--- config.mk ---
export PLATFORM = sky130hd
export DESIGN_NAME = multdiv_unit
export DESIGN_NICKNAME = d
export VERILOG_FILES = /design/src/rtl/multdiv_unit.sv
export SDC_FILE = /design/constraint.sdc
export NUM_CORES = 1
export LEC_CHECK = 0
export ABC_AREA = 1
export CELL_PAD_IN_SITES_DETAIL_PLACEMENT = 0
export CELL_PAD_IN_SITES_GLOBAL_PLACEMENT = 1
export CORE_MARGIN = 2
export CORE_UTILIZATION = 47
export CTS_CLUSTER_SIZE = 14
export DETAILED_ROUTE_END_ITERATION = 12
export MAX_ROUTING_LAYER = met4
export PLACE_DENSITY_LB_ADDON = 0.1
export SLEW_MARGIN = 30
export SYNTH_ARGS = -nofsm -noshare
export SYNTH_HDL_FRONTEND = slang
export SYNTH_SLANG_ARGS = --single-unit
--- constraint.sdc ---
create_clock -name clock -period 12.3 [get_ports clock]
set_clock_uncertainty 0.1 [all_clocks]
set_input_delay 3.69 -clock clock [delete_from_list [all_inputs] [get_ports clock]]
set_output_delay 3.69 -clock clock [all_outputs]
set_load 0.05 [all_outputs]
--- src/rtl/multdiv_unit.sv ---
// Multi-cycle signed 32-bit multiply (radix-2 shift-add) / divide (restoring) unit.
// Fixed 32-iteration latency; one-cycle ready pulse with exception flag and rstatus code.
module multdiv_unit (
  input  logic        clock,
  input  logic        reset_n,
  input  logic [31:0] data_operandA,
  input  logic [31:0] data_operandB,
  input  logic        ctrl_MULT,
  input  logic        ctrl_DIV,
  output logic [31:0] data_result,
  output logic        data_exception,
  output logic        data_resultRDY,
  output logic        busy,
  output logic [31:0] rstatus_value
);

  typedef enum logic [1:0] {S_IDLE, S_CALC, S_DONE} state_t;

  state_t      r_state;
  state_t      w_state_next;
  logic [5:0]  r_cnt;
  logic        r_is_mul;
  logic        r_neg;
  logic        r_div_exc;
  logic [63:0] r_acc;
  logic [63:0] r_mcand;
  logic [31:0] r_mplr;
  logic [31:0] r_rem;
  logic [31:0] r_quo;
  logic [31:0] r_divisor;
  logic [31:0] r_result;
  logic        r_exc;
  logic        r_rdy;
  logic        r_busy;
  logic [31:0] r_rstatus;

  logic        w_start;
  logic        w_last;
  logic [31:0] w_magA;
  logic [31:0] w_magB;
  logic [63:0] w_acc_next;
  logic [63:0] w_prod;
  logic        w_mul_ovf;
  logic [32:0] w_shift;
  logic        w_fits;
  logic [31:0] w_rem_next;
  logic [31:0] w_quo_next;
  logic [31:0] w_quo_signed;

  assign w_start = (r_state == S_IDLE) && (ctrl_MULT || ctrl_DIV);
  assign w_last  = (r_state == S_CALC) && (r_cnt == 6'd31);
  assign w_magA  = data_operandA[31] ? (32'd0 - data_operandA) : data_operandA;
  assign w_magB  = data_operandB[31] ? (32'd0 - data_operandB) : data_operandB;

  // Multiply step: add shifted multiplicand when the current multiplier bit is set.
  assign w_acc_next = r_acc + (r_mplr[0] ? r_mcand : 64'd0);
  assign w_prod     = r_neg ? (64'd0 - w_acc_next) : w_acc_next;
  assign w_mul_ovf  = (w_prod[63:32] != {32{w_prod[31]}});

  // Divide step: shift rem:quo left, trial-subtract divisor, keep shifted value if it would go negative.
  assign w_shift      = {r_rem, r_quo[31]};
  assign w_fits       = (w_shift >= {1'b0, r_divisor});
  assign w_rem_next   = w_fits ? (w_shift[31:0] - r_divisor) : w_shift[31:0];
  assign w_quo_next   = {r_quo[30:0], w_fits};
  assign w_quo_signed = r_neg ? (32'd0 - w_quo_next) : w_quo_next;

  always_ff @(posedge clock or negedge reset_n) begin
    if (!reset_n) r_state <= S_IDLE;
    else          r_state <= w_state_next;
  end

  always_comb begin
    w_state_next = r_state;
    case (r_state)
      S_IDLE:  if (ctrl_MULT || ctrl_DIV) w_state_next = S_CALC;
      S_CALC:  if (r_cnt == 6'd31) w_state_next = S_DONE;
      S_DONE:  w_state_next = S_IDLE;
      default: w_state_next = S_IDLE;
    endcase
  end

  always_ff @(posedge clock or negedge reset_n) begin
    if (!reset_n) begin
      r_cnt     <= '0;
      r_is_mul  <= 1'b0;
      r_neg     <= 1'b0;
      r_div_exc <= 1'b0;
      r_acc     <= '0;
      r_mcand   <= '0;
      r_mplr    <= '0;
      r_rem     <= '0;
      r_quo     <= '0;
      r_divisor <= '0;
      r_result  <= '0;
      r_exc     <= 1'b0;
      r_rdy     <= 1'b0;
      r_busy    <= 1'b0;
      r_rstatus <= '0;
    end else if (w_start) begin
      r_cnt     <= '0;
      r_is_mul  <= ctrl_MULT;
      r_neg     <= data_operandA[31] ^ data_operandB[31];
      r_div_exc <= (data_operandB == 32'd0) ||
                   ((data_operandA == 32'h8000_0000) && (data_operandB == 32'hFFFF_FFFF));
      r_acc     <= '0;
      r_mcand   <= {32'd0, w_magA};
      r_mplr    <= w_magB;
      r_rem     <= '0;
      r_quo     <= w_magA;
      r_divisor <= w_magB;
      r_busy    <= 1'b1;
    end else if (r_state == S_CALC) begin
      r_cnt <= r_cnt + 6'd1;
      if (r_is_mul) begin
        r_acc   <= w_acc_next;
        r_mcand <= {r_mcand[62:0], 1'b0};
        r_mplr  <= {1'b0, r_mplr[31:1]};
      end else begin
        r_rem <= w_rem_next;
        r_quo <= w_quo_next;
      end
      if (w_last) begin
        r_rdy <= 1'b1;
        if (r_is_mul) begin
          r_result  <= w_prod[31:0];
          r_exc     <= w_mul_ovf;
          r_rstatus <= w_mul_ovf ? 32'd4 : 32'd0;
        end else if (r_div_exc) begin
          r_result  <= '0;
          r_exc     <= 1'b1;
          r_rstatus <= 32'd5;
        end else begin
          r_result  <= w_quo_signed;
          r_exc     <= 1'b0;
          r_rstatus <= '0;
        end
      end
    end else if (r_state == S_DONE) begin
      r_rdy  <= 1'b0;
      r_busy <= 1'b0;
    end
  end

  assign data_result    = r_result;
  assign data_exception = r_exc;
  assign data_resultRDY = r_rdy;
  assign busy           = r_busy;
  assign rstatus_value  = r_rstatus;

endmodule

# == Word-level counts from Yosys, hierarchy flattened ==
# Index checks and enable logic that the tools add are counted.
# Widths: inputs -> output; s select.
# word_totals
mem_bits_ro,0
out_inout_bits,67
latchBits,0
regBits,334
ram_bits,0
n_memories,0
input_bits,68
# op_classes
reduce_logical,17
n_mul,0
shifts,0
n_mux,38
n_eq_ne,11
n_addsub,7
order_cmp,1
div_mod_pow,0
n_bitwise,2
# op_table
cell,count
$mux 64,8
$mux 32,15
$sub 1x32->32 const A,3
$add 64x64->64,1
$eq 32x32->1 const B,2
$sub 1x64->64 const A,1
$ge 33x32->1,1
$logic_not 32->1,1
$ne 32x32->1,1
$sub 32x32->32,1
$mux 6,2
$mux 3,3
$reduce_and 2->1,4
$reduce_bool 2->1,4
$mux 1,7
$add 6x1->6 const B,1
$eq 6x5->1 const B,1
$ne 2x2->1 const B,3
$reduce_and 3->1,2
$mux 2,2
$ne 2x1->1 const B,2
$pmux 2 s2,1
$logic_and 1x1->1,3
$eq 2x1->1 const B,1
5 further kinds,6

# == Depth between registers and ports, before layout ==
# logic_depth
word_depth,7
ltp_mapped,37

# == Worst setup path after synthesis ==
# OpenSTA, ideal clock, no wires.
# synth_path
path_kind,in2reg
from,input port data_operandA[0]
to,register r_quo[28]
n_path_buf,0
path_stages,19
arrival_ns,5.837
setup_ns,0.131
slack_ns,6.232
t_required_ns,12.069
path_cell_list,inv_1 > ha_1 > inv_1 > nor3_1 > inv_1 > nor3_1 > inv_1 > nor2_1 > nand3_1 > nor3b_1 > nand4_1 > nor2_1 > nor2_1 > a21oi_1 > inv_1 > o21ai_0 > a21oi_1 > o21ai_0 > o21ai_0
# synth_between
elab_chain_len,3
# synth_lines
element,line_no,source
from (decl),6,"input logic [31:0] data_operandA,"
$sub 1x32->32,52,assign w_magA = data_operandA[31] ? (32'd0 - data_operandA) : data_operandA;
$mux 32,52,
$mux 32,99,end else if (w_start) begin
to (signal assigned),109,r_quo <= w_magA;
to (signal assigned),120,r_quo <= w_quo_next;
to (decl),29,logic [31:0] r_quo;
# No other way between the ends.
# A chain may end at the register's enable or synchronous reset.

# == Worst setup path after layout ==
# layout_path
from,input port ctrl_DIV
to,register r_quo[16]
# layout_between
elab_chain_len,4
elab_cells_between_ends,6
classes_between,eq/ne (1); mux (1); reduce/logical (4)
# layout_lines
element,line_no,source
from (decl),9,"input logic ctrl_DIV,"
$logic_or 1x1->1 (*),50,assign w_start = (r_state == S_IDLE) && (ctrl_MULT || ctrl_DIV);
$logic_and 1x1->1 (*),50,
$ne 2x1->1 (no line) / $reduce_bool 2->1 (equally long branches),n/a,
$reduce_and 2->1 (no line),n/a,
# Every way passes the cells marked *; elsewhere a longest branch is shown, timed or not.

==> metrics <==
status complete, no violations; layout cells sized above 1 4.99%; CTS tree yes; Inserted Diodes 0; data required time of the worst path 12.66 ns; Static Leak 15.5 nW; Yosys cell types 58; most common cell after layout, fill and taps aside nand2_1; Hold Path Origin data_result[21]$_DFFE_PN0P_; nature of the critical path endpoint flip-flop; Sinks on Clock Net 303; initial antenna violation count 0; TritonCTS Buffers 37; num rows 86; r2r setup slk 6.31 ns; Setup WS pre-CTS 4.94 ns; DRC 0; Detailed Routing Iterations Pass 1 9; Synth Instances 4378; Overflow after GRT 0; fin nets 4588; DRT antenna net count 0; die width 241 µm; Hold Buf Count CTS 0; die height 241 µm; post_cts resized 0; CTS Buffer Depth 3; Routed WL 96.1 mm; Power per Cell Area 314 nW/µm²; largest cells by area after synthesis dfrtp_1, nand2_1, inv_1; vias in the first global route 25400; initial core utilization 47.7%; post-CTS setup buffers 0; Fin Setup TNS 0 ns; worst min-delay path category flip-flop to flip-flop; clock slew at reported path FFs 0.06 ns; number of fill cells 5956; H-Tree Depth 2; critical path peak fanout 147; Max Clk Rate 148 MHz; Area growth syn-to-layout 11.0%; worst r2r src r_mplr[0]$_DFFE_PN0P_; Mean Syn Cell Area 6.03 µm²; slowest CP cell clkinv_2; Area after DPL 28000 µm²; worst r2r dst rstatus_value[2]$_DFFE_PN0P_; routability cong. 1.10; critical path arrival 7.12 ns; yosys warns 0; Seq/Total Area, Yosys 28.7%; Port Buffers 104; commonest non-fill, non-tap cells in the layout nand2_1, inv_1, nor2_1; Yosys top cell area share 28.7%; final worst setup slack 5.53 ns; via/cell ratio 5.41; DR vias 28100; Hold WS 0.386 ns; drt wl/cell 18.5 µm; Root Buffer clkbuf_16; Max-Cap Viols 0; hold depth 2; Detailed Place HPWL 75.6 mm; Skew-Pair Late Insertion Delay 0.59 ns; Post-synth ARST share 100%; Final period util 55.0%; Core Region 55300 µm²; die area 58100 µm²; Total Routing Usage GR 34.1%; final setup vio count 0; DRT iter0 DRCs 3020; #FFs+latches synth 303; largest net degree at the start of global routing 148; Reg2Reg Depth 32; Syn Std Cell Area 26400 µm²; Max-slew headroom 40.7%; Worst Hold Path EP data_result[21]$_DFFE_PN0P_; Tmin final 6.77 ns; kind of critical path primary input to flip-flop; Worst path max stage delay 0.87 ns; VDD IR max 277 µV; Max Slew Vio Count 0; Primary FF master, synth dfrtp_1; RSZ-0062 raised after global routing no; most area-hungry cell type in the Yosys netlist dfrtp_1; CP Cell Sequence clkdlybuf4s50_1 > o21ai_4 > buf_12 > clkinv_2 > nor2_1 > inv_1 > nand2_1 > inv_1 > buf_4 > o21ai_0 > o21ai_0; I/O pins 135; final instance area 29300 µm²; pin slew with the least headroom to its limit 0.882 ns; crit start category primary input; Fin. Hold Viols 0; Finished Core Util 53.0%; first-pass GRT wire length 148 mm; Post-synth EDFFs 0
-- final cells by class --
class	instances	area [µm²]	area share (%)
Sequential cell	303	7580	25.9
Clock inverter	15	231	0.790
Timing Repair Buffer	127	1230	4.22
Multi-Input combinational cell	3251	15600	53.3
Clock buffer	53	1070	3.64
Inverter	697	2620	8.93
Tap cell	748	936	3.19
-- state kept, by name (all words and copies together), names as in the netlist --
name	cells
r_acc	64
r_mcand	64
data_result	32
r_divisor	32
r_mplr	32
r_quo	32
r_rem	32
r_cnt	6
r_state	2
rstatus_value	2
busy	1
data_resultRDY	1
r_div_exc	1
r_is_mul	1
r_neg	1
-- cell usage after synthesis (all sizes together) (47+ instances only) --
cell type,n
nand3,352
o21ai,337
clkbuf,109
inv,692
nor3,49
buf,47
o22ai,47
ha,101
nand4,52
a21oi,290
nor2,463
dfrtp,303
nand2,1376
-- worst max-delay path by stage --
stage	from	end	slack, ns	cells after the start
5_1_grt	ctrl_DIV	r_quo[10]$_DFFE_PN0P_	5.17	11
6_report	ctrl_DIV	r_quo[16]$_DFFE_PN0P_	5.53	11
4_1_cts	ctrl_DIV	r_quo[12]$_DFFE_PN0P_	5.51	11
2_1_floorplan	data_operandA[0]	r_quo[28]$_DFFE_PN0P_	6.23	19
3_3_place_gp	ctrl_DIV	r_quo[31]$_DFFE_PN0P_	4.98	10
3_5_place_dp	ctrl_DIV	r_quo[28]$_DFFE_PN0P_	4.94	11
-- critical path: cells and delay by family --
family                 cells  cell delay [ns]
AOI/OAI and AO/OA          3             0.41
and+or+nand+nor            2             0.57
buffers and inverters      6             2.39
-- power by group --
| group | leakage [nW] | internal (mW) | switching [mW] |
|---|---|---|---|
| combinational | 11.1 | 1.87 | 4.39 |
| sequential | 3.75 | 1.44 | 0.327 |
| clock | 0.631 | 0.696 | 0.484 |
| total | 15.5 | 4.01 | 5.20 |
-- cell families (layout without fill, tap and decap cells) --
logic type | Yosys count | after routing | share of synthesized area [%]
and+or+nand+nor | 2324 | 2324 | 36.9
other | 1 | 30 | 0.0142
AOI/OAI and AO/OA | 759 | 759 | 15.6
buffers and inverters | 853 | 892 | 12.6
DFF | 303 | 303 | 28.7
xor gates and xnor gates | 35 | 35 | 1.16
adders and majority gates | 103 | 103 | 4.94
-- metal layers --
| layer | up-vias | wire (µm) | GRT usage [%] |
|---|---|---|---|
| met5 | - | 0 | - |
| met4 | 0 | 3310 | 11.4 |
| met3 | 144 | 8400 | 4.88 |
| met1 | 12800 | 43800 | 48.2 |
| li1 | 14000 | - | - |
| met2 | 1102 | 40600 | 50.0 |
-- through the flow --
step                total power, mW  std cells
floorplan                      6.09       4407
global placement               7.85       5126
detailed placement             7.87       5126
CTS                            9.09       5194
global route                   10.0       5194
finish                         9.20       5194
No activity file was read; power rests on OpenSTA's default activity.
